===== config.mk =====
export PLATFORM = sky130hd
export DESIGN_NAME = mfp_ahb_lite_interconnect
export DESIGN_NICKNAME = d
export VERILOG_FILES = /design/src/rtl/mfp_ahb_lite_pkg.sv /design/src/rtl/mfp_ahb_lite_default_slave.sv /design/src/rtl/mfp_ahb_lite_interconnect.sv
export SDC_FILE = /design/constraint.sdc
export NUM_CORES = 1
export LEC_CHECK = 0
export ABC_CLOCK_PERIOD_IN_PS = 800
export BUFFER_PORTS_ARGS = -buffer_cell sky130_fd_sc_hd__buf_2
export CAP_MARGIN = 20
export CORE_AREA = 2 2 90 92
export CTS_BUF_LIST = sky130_fd_sc_hd__clkbuf_4 sky130_fd_sc_hd__clkbuf_8 sky130_fd_sc_hd__clkbuf_16
export DETAILED_ROUTE_END_ITERATION = 16
export DIE_AREA = 0 0 92 94
export MAX_ROUTING_LAYER = met4
export PLACE_DENSITY_LB_ADDON = 0.2
export SLEW_MARGIN = 20
export SYNTH_ARGS = -nofsm -noshare
export SYNTH_HDL_FRONTEND = slang
export SYNTH_SLANG_ARGS = --single-unit

===== constraint.sdc =====
create_clock -name HCLK -period 0.8 [get_ports HCLK]
set_input_delay 0.12 -clock HCLK [delete_from_list [all_inputs] [get_ports HCLK]]
set_output_delay 0.12 -clock HCLK [all_outputs]
set_load 0.01 [all_outputs]

===== src/rtl/mfp_ahb_lite_pkg.sv =====
// Shared encodings for the AHB-Lite interconnect: transfer types, responses
// and the default-slave state machine.
package mfp_ahb_lite_pkg;

  localparam logic [1:0] HTRANS_IDLE   = 2'b00;
  localparam logic [1:0] HTRANS_BUSY   = 2'b01;
  localparam logic [1:0] HTRANS_NONSEQ = 2'b10;
  localparam logic [1:0] HTRANS_SEQ    = 2'b11;

  localparam logic HRESP_OKAY  = 1'b0;
  localparam logic HRESP_ERROR = 1'b1;

  typedef enum logic [1:0] {
    DS_IDLE = 2'd0,
    DS_ERR1 = 2'd1,
    DS_ERR2 = 2'd2
  } ds_state_t;

  // Observation bundle: current FSM state and direction of the last error.
  typedef struct packed {
    ds_state_t state;
    logic      err_write;
  } ds_dbg_t;

endpackage


===== src/rtl/mfp_ahb_lite_default_slave.sv =====
// Default slave for unmapped addresses: two-cycle ERROR for active transfers,
// zero-wait OKAY otherwise, plus a saturating count of unmapped accesses.
module mfp_ahb_lite_default_slave
  import mfp_ahb_lite_pkg::*;
#(
  parameter int ERRCNT_W = 16
) (
  input  logic                HCLK,
  input  logic                HRESETn,
  input  logic                HREADY,
  input  logic                sel,
  input  logic [1:0]          HTRANS,
  input  logic                HWRITE,
  output logic                HREADYOUT,
  output logic                HRESP,
  output logic [ERRCNT_W-1:0] ERR_COUNT,
  output ds_dbg_t             dbg
);

  ds_state_t state, state_next;
  logic      err_write;
  logic      start_err;

  // An address phase is only accepted when the bus-wide HREADY is high.
  assign start_err = HREADY & sel &
                     ((HTRANS == HTRANS_NONSEQ) || (HTRANS == HTRANS_SEQ));

  always_ff @(posedge HCLK) begin
    if (!HRESETn) begin
      state     <= DS_IDLE;
      ERR_COUNT <= '0;
      err_write <= 1'b0;
    end else begin
      state <= state_next;
      if (state_next == DS_ERR1 && ERR_COUNT != '1)
        ERR_COUNT <= ERR_COUNT + ERRCNT_W'(1);
      if (start_err)
        err_write <= HWRITE;
    end
  end

  always_comb begin
    state_next = state;
    HREADYOUT  = 1'b1;
    HRESP      = HRESP_OKAY;
    case (state)
      DS_IDLE: begin
        if (start_err) state_next = DS_ERR1;
      end
      DS_ERR1: begin
        HREADYOUT  = 1'b0;
        HRESP      = HRESP_ERROR;
        state_next = DS_ERR2;
      end
      DS_ERR2: begin
        HRESP      = HRESP_ERROR;
        state_next = start_err ? DS_ERR1 : DS_IDLE;
      end
      default: state_next = DS_IDLE;
    endcase
  end

  assign dbg = '{state: state, err_write: err_write};

endmodule


===== src/rtl/mfp_ahb_lite_interconnect.sv =====
// AHB-Lite single-master interconnect: parametrised address decode, data-phase
// owner tracking and zero-latency response mux with an internal default slave.
module mfp_ahb_lite_interconnect
  import mfp_ahb_lite_pkg::*;
#(
  parameter int                      N_SLAVES   = 4,
  parameter logic [N_SLAVES*32-1:0]  SLAVE_BASE = {N_SLAVES{32'h0}},
  parameter logic [N_SLAVES*32-1:0]  SLAVE_MASK = {N_SLAVES{32'h0}},
  parameter int                      ERRCNT_W   = 16
) (
  input  logic                   HCLK,
  input  logic                   HRESETn,
  input  logic [31:0]            HADDR,
  input  logic [1:0]             HTRANS,
  input  logic                   HWRITE,
  output logic [31:0]            HRDATA,
  output logic                   HREADY,
  output logic                   HRESP,
  output logic [N_SLAVES-1:0]    S_HSEL,
  input  logic [N_SLAVES*32-1:0] S_HRDATA,
  input  logic [N_SLAVES-1:0]    S_HREADYOUT,
  input  logic [N_SLAVES-1:0]    S_HRESP,
  output logic [ERRCNT_W-1:0]    ERR_COUNT,
  output ds_dbg_t                DS_DBG
);

  logic [N_SLAVES-1:0]         hit;
  logic                        def_sel;
  logic [N_SLAVES:0]           dsel;
  logic [N_SLAVES-1:0][31:0]   rd_masked;
  logic                        def_ready;
  logic                        def_resp;

  for (genvar i = 0; i < N_SLAVES; i++) begin : g_decode
    localparam logic [N_SLAVES-1:0] BELOW = N_SLAVES'((1 << i) - 1);
    assign hit[i]    = (HADDR & SLAVE_MASK[32*i +: 32]) == SLAVE_BASE[32*i +: 32];
    // Lowest-index window wins when windows overlap.
    assign S_HSEL[i] = hit[i] & ~|(hit & BELOW);
  end

  assign def_sel = ~|hit;

  // Data-phase owner; all-zero means no transfer has been accepted since reset.
  always_ff @(posedge HCLK) begin
    if (!HRESETn)
      dsel <= '0;
    else if (HREADY)
      dsel <= {def_sel, S_HSEL};
  end

  for (genvar i = 0; i < N_SLAVES; i++) begin : g_rdata
    assign rd_masked[i] = {32{dsel[i]}} & S_HRDATA[32*i +: 32];
  end

  always_comb begin
    HRDATA = '0;
    for (int i = 0; i < N_SLAVES; i++)
      HRDATA = HRDATA | rd_masked[i];
  end

  assign HREADY = ~|dsel
                | |(dsel[N_SLAVES-1:0] & S_HREADYOUT)
                | (dsel[N_SLAVES] & def_ready);
  assign HRESP  = |(dsel[N_SLAVES-1:0] & S_HRESP)
                | (dsel[N_SLAVES] & def_resp);

  mfp_ahb_lite_default_slave #(
    .ERRCNT_W (ERRCNT_W)
  ) u_default_slave (
    .HCLK      (HCLK),
    .HRESETn   (HRESETn),
    .HREADY    (HREADY),
    .sel       (def_sel),
    .HTRANS    (HTRANS),
    .HWRITE    (HWRITE),
    .HREADYOUT (def_ready),
    .HRESP     (def_resp),
    .ERR_COUNT (ERR_COUNT),
    .dbg       (DS_DBG)
  );

endmodule


==> results of run 1 <==
==> layout by cell type, fill, tap and decap left out, types with 2 or more instances in the layout <==
cell	netlist	routed
buf_12	0	2
buf_6	1	51
buf_2	0	36
and2_2	33	23
conb_1	2	6
diode_2	0	6
clkbuf_8	0	3
and2_4	0	10
dfxtp_2	0	18
and2_1	16	16
==> how the worst min path moves through the flow <==
stage | startpoint | endpoint | slack [ns] | cells after the start
floorplan | HRESETn | dsel[0] | 0.21 | 1
detailed placement | HRESETn | dsel[0] | 0.43 | 1
CTS | HRESETn | dsel[0] | 0.15 | 1
global placement | HRESETn | dsel[0] | 0.43 | 1
global route | HRESETn | dsel[0] | 0.16 | 1
finish | HRESETn | dsel[0] | 0.14 | 1
==> sequential cells by signal, indices dropped and copies added (netlist names) <==
register and count:
dsel 1, u_default_slave.state 2, u_default_slave.ERR_COUNT 16
==> per-layer routing <==
layer / track usage [%] / vias to the layer above / share of wire (%)
met3: 4.57 / 0 / 20
met5: - / - / 0
met1: 5.59 / 355 / 33
met2: 9.19 / 68 / 47
met4: 1.12 / 0 / 0
li1: - / 423 / -
==> layout make-up <==
cell class | instances | share of cell area (%)
multi-input cells | 57 | 22.2
clock buffers | 4 | 2.71
repair buffers | 90 | 44.6
well taps | 102 | 7.09
diodes | 6 | 0.834
flip-flops and latches | 19 | 22.6
==> cell families (layout without fill, tap and decap cells) <==
family	after synthesis	count (layout)	synth area share, %
buffers and inverters	10	94	8.24
and+or+nand+nor	51	51	44.4
other	2	12	0.916
DFF	19	19	46.4
==> worst max-delay path, delay by kind of cell, from the launching register on <==
kind / cells / cell delay [ns]
buffers and inverters: 2 / 0.26
AND/OR/NAND/NOR: 1 / 0.18
flip-flops: 1 / 0.37
==> where the power goes <==
part / total (mW) / switching (mW) / internal (mW)
clock: 0.707 / 0.320 / 0.388
sequential: 0.961 / 0.00818 / 0.952
combinational: 0.505 / 0.185 / 0.321
total: 2.17 / 0.512 / 1.66
==> stage by stage <==
stage                     std cells  hold WS [ns]  TNS [ns]  power (mW)
final                           278         0.139    -12.21        2.17
after global routing            278         0.156    -14.36        2.30
after CTS                       271         0.149    -13.42        2.08
after detailed placement        267         0.428     -3.18        1.35
after global placement          267         0.434     -3.22        1.35
after floorplan                  86         0.210         0        1.17
==> what timing repair did <==
item / CTS / global route
setup endpoints to repair: 52 / 52
hold buffers: 0 / 0
pin swaps: 0 / 1
endpoints found under the hold margin: 0 / 0
setup buffers: 0 / 1
gates resized for setup: 34 / 46
==> flow_metrics.env, run 1 <==
export IMPL_outcome="finished with violations"
export IMPL_violations="setup timing"
export IMPL_area_growth_pct=120
export IMPL_post_drt_wl_per_cell_um=9.89
export IMPL_grt_pass1_wl_um=3770
export IMPL_ys_warn_count=0
export IMPL_cts_tree="built"
export IMPL_hold_class="in -> reg"
export IMPL_cts_root_buf="clkbuf_8"
export IMPL_layout_drive_gt1_share_pct=85.9
export IMPL_synth_cell_area_um2=820
export IMPL_clock_latency_ns=0.25
export IMPL_async_flop_share_pct=0
export IMPL_detail_route_iter0_violations=1
export IMPL_synth_seq_area_share_pct=46.4
export IMPL_vias=846
export IMPL_io_pins=230
export IMPL_rows=32
export IMPL_die_h_um=94
export IMPL_grt_setup_unrepaired="true"
export IMPL_synthCells=82
export IMPL_crit_slowest_cell="dfxtp_4"
export IMPL_firstDrtPassIters=2
export IMPL_ir_drop_mv=0.721
export IMPL_design_area_um2=1800
export IMPL_reg2regPathDepth=2
export IMPL_multi_input_area_um2=399
export IMPL_cellPowerDensity_nw_per_um2=1210
export IMPL_reg2reg_setup_slack_ns=0.13
export IMPL_arrival_ns=1.07
export IMPL_die_area_um2=8650
export IMPL_slew_viol_final=0
export IMPL_grtUsageTotal_pct=5.77
export IMPL_vias_per_cell=3.04
export IMPL_drc=0
export IMPL_die_w_um=92
export IMPL_critPathLaunchType="flop"
export IMPL_numCtsBuffers=3
export IMPL_detail_route_antenna_nets=0
export IMPL_cp_max_fo=22
export IMPL_timing_fmax_mhz=844
export IMPL_synth_area_leaders="dfxtp_1, and2_2, and2_1"
export IMPL_drt_wl_total_um=2750
export IMPL_fill_cells=807
export IMPL_place_area_um2=1370
export IMPL_drv_cap=0
export IMPL_finClkSkew_ns=0.0000448
export IMPL_finalCritPeriodShare_pct=148
export IMPL_synth_enable_flop_cells=0
export IMPL_crit_type="reg -> out"
export IMPL_yosysUniqueCellTypes=10
export IMPL_setup_slack_ns=-0.385
export IMPL_final_nets=344
export IMPL_grt_pass1_vias=798
export IMPL_regArea_um2=407
export IMPL_cp_startpoint="dsel[0]"
export IMPL_r2r_end="u_default_slave.ERR_COUNT[2]"
export IMPL_cp_required_ns=0.68
export IMPL_leakagePower_nw=0.867
export IMPL_period_needed_ns=1.19
export IMPL_cts_max_path_buffers=2
export IMPL_io_buffers=87
export IMPL_worst_setup_path_end_kind="primary output"
export IMPL_grt_overflow_total=0
export IMPL_cp_endpoint="HRDATA[22]"
export IMPL_cts_sinks=19
export IMPL_yosys_top_cells_count="and2_2, dfxtp_1, and2_1"
export IMPL_crit_chain="buf_12 -> and2_2 -> buf_6"
export IMPL_gp_congestion=0.590
export IMPL_yosysMostFrequentCell="and2_2"
export IMPL_utilization_pct=23.7
export IMPL_coreArea_um2=7610
export IMPL_synth_seq_cells=19
export IMPL_clk_pin_slew_ns=0.07
export IMPL_synth_top_cell_by_area="dfxtp_1"
export IMPL_cpPeakStageDelay_ns=0.37
export IMPL_synth_main_ff_cell="dfxtp_1"
export IMPL_avgSynthCellArea_um2=9.99
export IMPL_hold_viol_final=0
export IMPL_dpl_hpwl_um=2070
export IMPL_cts_htree_levels=1
export IMPL_initial_core_util_pct=10.8
export IMPL_finalSetupViolations=52
export IMPL_r2r_start="u_default_slave.ERR_COUNT[2]"
export IMPL_grt_max_degree=23
export IMPL_antenna_found_initial=6
export IMPL_dpl_worst_slack_ns=-0.107
export IMPL_synth_top_area_share_pct=46.4
(Power assumes the default switching activity.)
==> inputs of run 2 (changes only) <==
--- a/config.mk
+++ b/config.mk
@@ -8,10 +8,10 @@
 export ABC_CLOCK_PERIOD_IN_PS = 800
 export BUFFER_PORTS_ARGS = -buffer_cell sky130_fd_sc_hd__buf_2
 export CAP_MARGIN = 20
-export CORE_AREA = 2 2 90 92
+export CORE_AREA = 4 4 87 89
 export CTS_BUF_LIST = sky130_fd_sc_hd__clkbuf_4 sky130_fd_sc_hd__clkbuf_8 sky130_fd_sc_hd__clkbuf_16
 export DETAILED_ROUTE_END_ITERATION = 16
-export DIE_AREA = 0 0 92 94
+export DIE_AREA = 0 0 91 93
 export MAX_ROUTING_LAYER = met4
 export PLACE_DENSITY_LB_ADDON = 0.2
 export SLEW_MARGIN = 20
==> run 2 against run 1 <==
  * The run still ends with setup timing left
  * Clock power is 2% lower
  * Global-route usage is 0.50 points higher
  * Clock skew hardly changed
  * Via count is 2.5% lower
  * Maximum frequency is 2.1% higher
  * Die area is 2.1% lower
  * Highest routed layer unchanged
==> flow_metrics.env, run 2 (same netlist as run 1, synthesis figures left out) <==
export IMPL_dpl_hpwl_um=2050
export IMPL_arrival_ns=1.04
export IMPL_antenna_cells=0
export IMPL_cts_tree="built"
export IMPL_cts_htree_levels=1
export IMPL_drc=0
export IMPL_switching_share_pct=23.1
export IMPL_detail_route_iter0_violations=8
export IMPL_cp_max_fo=32
export IMPL_grt_setup_unrepaired="true"
export IMPL_cts_max_path_buffers=2
export IMPL_finClkSkew_ns=0.0000424
export IMPL_firstDrtPassIters=2
export IMPL_power_total_mw=2.14
export IMPL_critPathLaunchType="flop"
export IMPL_antenna_found_initial=0
export IMPL_reg_top3="u_default_slave.ERR_COUNT: 16 flops, u_default_slave.state: 2 flops, dsel: 1 flops"
export IMPL_post_drt_wl_per_cell_um=10.5
export IMPL_setup_slack_ns=-0.361
export IMPL_cts_sinks=19
export IMPL_dp_cells=244
export IMPL_worst_setup_path_end_kind="primary output"
export IMPL_finalCritPeriodShare_pct=145
export IMPL_p_comb_share_pct=22.8
export IMPL_die_area_um2=8460
export IMPL_die_w_um=91
export IMPL_hold_class="in -> reg"
export IMPL_leakagePower_nw=0.850
export IMPL_power_frac_clock_pct=32.4
export IMPL_p_int_mw=1.65
export IMPL_drt_wl_total_um=2620
export IMPL_crit_type="reg -> out"
export IMPL_area_growth_pct=111
export IMPL_io_buffers=87
export IMPL_initial_core_util_pct=12.1
export IMPL_p_switching_mw=0.496
export IMPL_final_nets=343
export IMPL_coreArea_um2=6760
export IMPL_grtUsageTotal_pct=6.26
export IMPL_die_h_um=93
export IMPL_grt_max_degree=33
export IMPL_grt_overflow_total=0
export IMPL_rows=30
export IMPL_place_area_um2=1320
export IMPL_hold_viol_final=0
export IMPL_instances_no_fill=249
export IMPL_grt_pass1_vias=884
export IMPL_cp_required_ns=0.68
export IMPL_clk_pin_slew_ns=0.07
export IMPL_slew_viol_final=0
export IMPL_vias=825
export IMPL_violations="setup timing"
export IMPL_p_seq_share_pct=44.8
export IMPL_finalSetupViolations=52
export IMPL_cts_root_buf="clkbuf_8"
export IMPL_design_area_um2=1730
export IMPL_regMostFlops="u_default_slave.ERR_COUNT"
export IMPL_dpl_worst_slack_ns=-0.0980
export IMPL_final_cell_mix="buf_6, buf_2, and2_2, dfxtp_2, and2_1"
export IMPL_cellPowerDensity_nw_per_um2=1240
export IMPL_timing_fmax_mhz=862
export IMPL_detail_route_antenna_nets=0
export IMPL_ir_drop_mv=0.745
export IMPL_largest_reg_flops=16
export IMPL_gp_congestion=0.655
export IMPL_final_common_cell="buf_6"
export IMPL_vias_per_cell=3.31
export IMPL_numCtsBuffers=3
export IMPL_period_needed_ns=1.16
export IMPL_outcome="finished with violations"
export IMPL_io_pins=230
export IMPL_clock_latency_ns=0.25
export IMPL_drv_cap=0
export IMPL_grt_pass1_wl_um=4260
export IMPL_layout_drive_gt1_share_pct=85.8
-- run 2: changes by cell type in the layout (fill, tap and decap cells not counted), sizes merged --
cell   change
diode      -6
buf        -1
-- run 2: through the flow --
step	utilization, %	setup TNS (ns)	hold WS [ns]
5_1_grt	25.6	-13.93	0.157
3_5_place_dp	19.6	-2.81	0.412
3_3_place_gp	19.6	-2.83	0.417
4_1_cts	25.4	-12.50	0.139
2_1_floorplan	-	0	0.210
6_report	25.6	-12.03	0.127
-- run 2: timing repair --
action,4_1_cts,5_1_grt
resized for setup,70,3
endpoints found under the setup margin,52,52
hold buffers,0,0
setup buffers,0,1
-- run 2: final timing paths --
| kind | from | to | depth (start not counted) | slack (ns) |
|---|---|---|---|---|
| worst max-delay path | dsel[0] | HRDATA[6] | 3 | -0.36 |
| worst min-delay path | HRESETn | dsel[0] | 1 | 0.13 |
| worst max register to register | u_default_slave.state[1] | u_default_slave.state[1] | 1 | 0.20 |
| worst min register to register | u_default_slave.ERR_COUNT[14] | u_default_slave.ERR_COUNT[14] | 1 | 0.47 |
-- run 2: area by class of cell --
cell class / instances / area (µm²)
clock buffers: 4 / 48.8
fillers: 727 / 5030
multi-input cells: 57 / 389
flip-flops and latches: 19 / 404
well taps: 80 / 100
repair buffers: 89 / 788
-- run 2: power groups by stage --
stage	Combinational (mW)	Sequential (mW)	Clock, mW
floorplan	0.187	0.984	0
global placement	0.360	0.981	0
detailed placement	0.359	0.981	0
CTS	0.488	0.961	0.730
global route	0.528	0.962	0.767
finish	0.488	0.961	0.694
-- run 2: metal layers --
layer / part of all wire, % / vias up / global-route usage, %
met4: 0 / 0 / 1.88
met1: 41 / 364 / 7.58
met2: 47 / 58 / 9.87
met5: 0 / - / -
li1: - / 403 / -
met3: 13 / 0 / 2.17
-- run 2: worst max-delay path, stage by stage, from the launching register on --
cell and delay [ns]:
dfxtp_2 0.34, buf_12 0.15, and2_2 0.18, buf_6 0.12
==> inputs of run 3 (changes only) <==
--- a/config.mk
+++ b/config.mk
@@ -13,7 +13,6 @@
 export DETAILED_ROUTE_END_ITERATION = 16
 export DIE_AREA = 0 0 91 93
 export MAX_ROUTING_LAYER = met4
-export PLACE_DENSITY_LB_ADDON = 0.2
 export SLEW_MARGIN = 20
 export SYNTH_ARGS = -nofsm -noshare
 export SYNTH_HDL_FRONTEND = slang
==> run 3 against run 2 <==
  * The flow still finishes with violations (setup timing)
  * Clock power down 7.9%
  * Sequential cell count unchanged
  * First-iteration DRC count down 50%
  * Register-to-register slack about the same
  * Global-route usage down 0.19 points
  * Design area up 1.3%
  * Core utilization up 0.33 points
  * Sequential share of layout area down 0.16 points
  * Critical path type unchanged
==> flow_metrics.env, run 3 (same netlist as run 1, synthesis figures left out) <==
export IMPL_outcome="finished with violations"
export IMPL_violations="setup timing"
export IMPL_firstDrtPassIters=2
export IMPL_grt_setup_unrepaired="true"
export IMPL_cts_htree_levels=1
export IMPL_rows=30
export IMPL_die_area_um2=8460
export IMPL_design_area_um2=1750
export IMPL_cp_max_fo=18
export IMPL_largest_reg_flops=16
export IMPL_final_common_cell="buf_6"
export IMPL_grtUsageTotal_pct=6.08
export IMPL_cts_root_buf="clkbuf_8"
export IMPL_drv_cap=0
export IMPL_gp_congestion=0.622
export IMPL_die_h_um=93
export IMPL_grt_pass1_wl_um=4040
export IMPL_drt_wl_total_um=2680
export IMPL_io_buffers=87
export IMPL_crit_chain="buf_12 -> and2_2 -> buf_6"
export IMPL_cts_tree="built"
export IMPL_drc=0
export IMPL_post_drt_wl_per_cell_um=10.7
export IMPL_worst_setup_path_end_kind="primary output"
export IMPL_grt_pass1_vias=845
export IMPL_hold_class="in -> reg"
export IMPL_reg_top3="u_default_slave.ERR_COUNT: 16 flops, u_default_slave.state: 2 flops, dsel: 1 flops"
export IMPL_clk_pin_slew_ns=0.07
export IMPL_critPathLaunchType="flop"
export IMPL_period_needed_ns=1.17
export IMPL_vias_per_cell=3.22
export IMPL_grt_overflow_total=0
export IMPL_regMostFlops="u_default_slave.ERR_COUNT"
export IMPL_antenna_found_initial=1
export IMPL_initial_core_util_pct=12.1
export IMPL_io_pins=230
export IMPL_fin_setup_tns_ns=-11.86
export IMPL_crit_type="reg -> out"
export IMPL_detail_route_iter0_violations=4
export IMPL_finalCritPeriodShare_pct=147
export IMPL_detail_route_antenna_nets=0
export IMPL_coreArea_um2=6760
export IMPL_finClkSkew_ns=0.0000374
export IMPL_cellPowerDensity_nw_per_um2=1200
export IMPL_final_cell_mix="buf_6, buf_2, and2_2, dfxtp_2, and2_1"
export IMPL_numCtsBuffers=3
export IMPL_final_nets=344
export IMPL_leakagePower_nw=0.864
export IMPL_clock_latency_ns=0.25
export IMPL_finalSetupViolations=51
export IMPL_setup_slack_ns=-0.373
export IMPL_timing_fmax_mhz=853
export IMPL_hold_viol_final=0
export IMPL_arrival_ns=1.05
export IMPL_dpl_hpwl_um=2040
export IMPL_cpPeakStageDelay_ns=0.37
export IMPL_die_w_um=91
export IMPL_cp_required_ns=0.68
export IMPL_cts_max_path_buffers=2
export IMPL_cts_sinks=19
export IMPL_grt_max_degree=19
export IMPL_dpl_worst_slack_ns=-0.128
export IMPL_vias=808
export IMPL_crit_slowest_cell="dfxtp_4"
export IMPL_layout_drive_gt1_share_pct=85.9
export IMPL_place_area_um2=1340
export IMPL_slew_viol_final=0
export IMPL_area_growth_pct=114
export IMPL_ir_drop_mv=0.921
export IMPL_hold_ws_ns=0.133
-- run 3: cell types whose count changed in the layout (fill, tap and decap cells not counted), sizes merged --
cell    before  now
clkbuf       4    3
buf         89   90
diode        0    1
clkinv       0    1
-- run 3: area by class of cell --
class                   instances  area (µm²)
fillers                       716        5000
repair buffers                 90         800
flip-flops and latches         19         407
multi-input cells              57         398
well taps                      80         100
clock buffers                   3        41.3
clock inverters                 1        5.00
diodes                          1        2.50
-- run 3: repair_timing --
action	in CTS	in global routing
gates resized for setup	78	5
hold buffers	0	0
setup endpoints to repair	52	52
pin swaps	0	0
setup buffers	0	0
-- run 3: per-stage QoR --
step | total power [mW] | utilization [%] | instances
floorplan | 1.17 | - | 86
global placement | 1.34 | 19.8 | 246
detailed placement | 1.34 | 19.8 | 246
CTS | 2.14 | 25.7 | 250
global route | 2.23 | 25.9 | 251
finish | 2.10 | 25.9 | 251
-- run 3: power breakdown --
group | switching [mW] | total, mW | internal [mW]
logic | 0.183 | 0.504 | 0.321
clock network | 0.294 | 0.639 | 0.345
registers | 0.00891 | 0.962 | 0.953
total | 0.486 | 2.10 | 1.62
-- run 3: worst paths after layout --
check	startpoint	end	slack, ns	depth (start not counted)
hold reg to reg	u_default_slave.ERR_COUNT[14]	u_default_slave.ERR_COUNT[14]	0.47	1
hold / removal	HRESETn	dsel[0]	0.13	1
setup reg to reg	u_default_slave.state[1]	u_default_slave.state[1]	0.20	1
setup / recovery	dsel[0]	HRDATA[30]	-0.37	3
-- run 3: worst max-delay path, delay by kind of cell (launching register included) --
kind	cells	cell delay, ns
buffers and inverters	2	0.26
and+or+nand+nor	1	0.17
DFF	1	0.37
-- run 3: metal layers --
layer | vias up | global-route usage (%) | wire [µm]
li1 | 408 | - | -
met1 | 345 | 6.27 | 951
met2 | 55 | 10.8 | 1380
met3 | 0 | 2.49 | 348
met4 | 0 | 1.51 | 0
met5 | - | - | 0
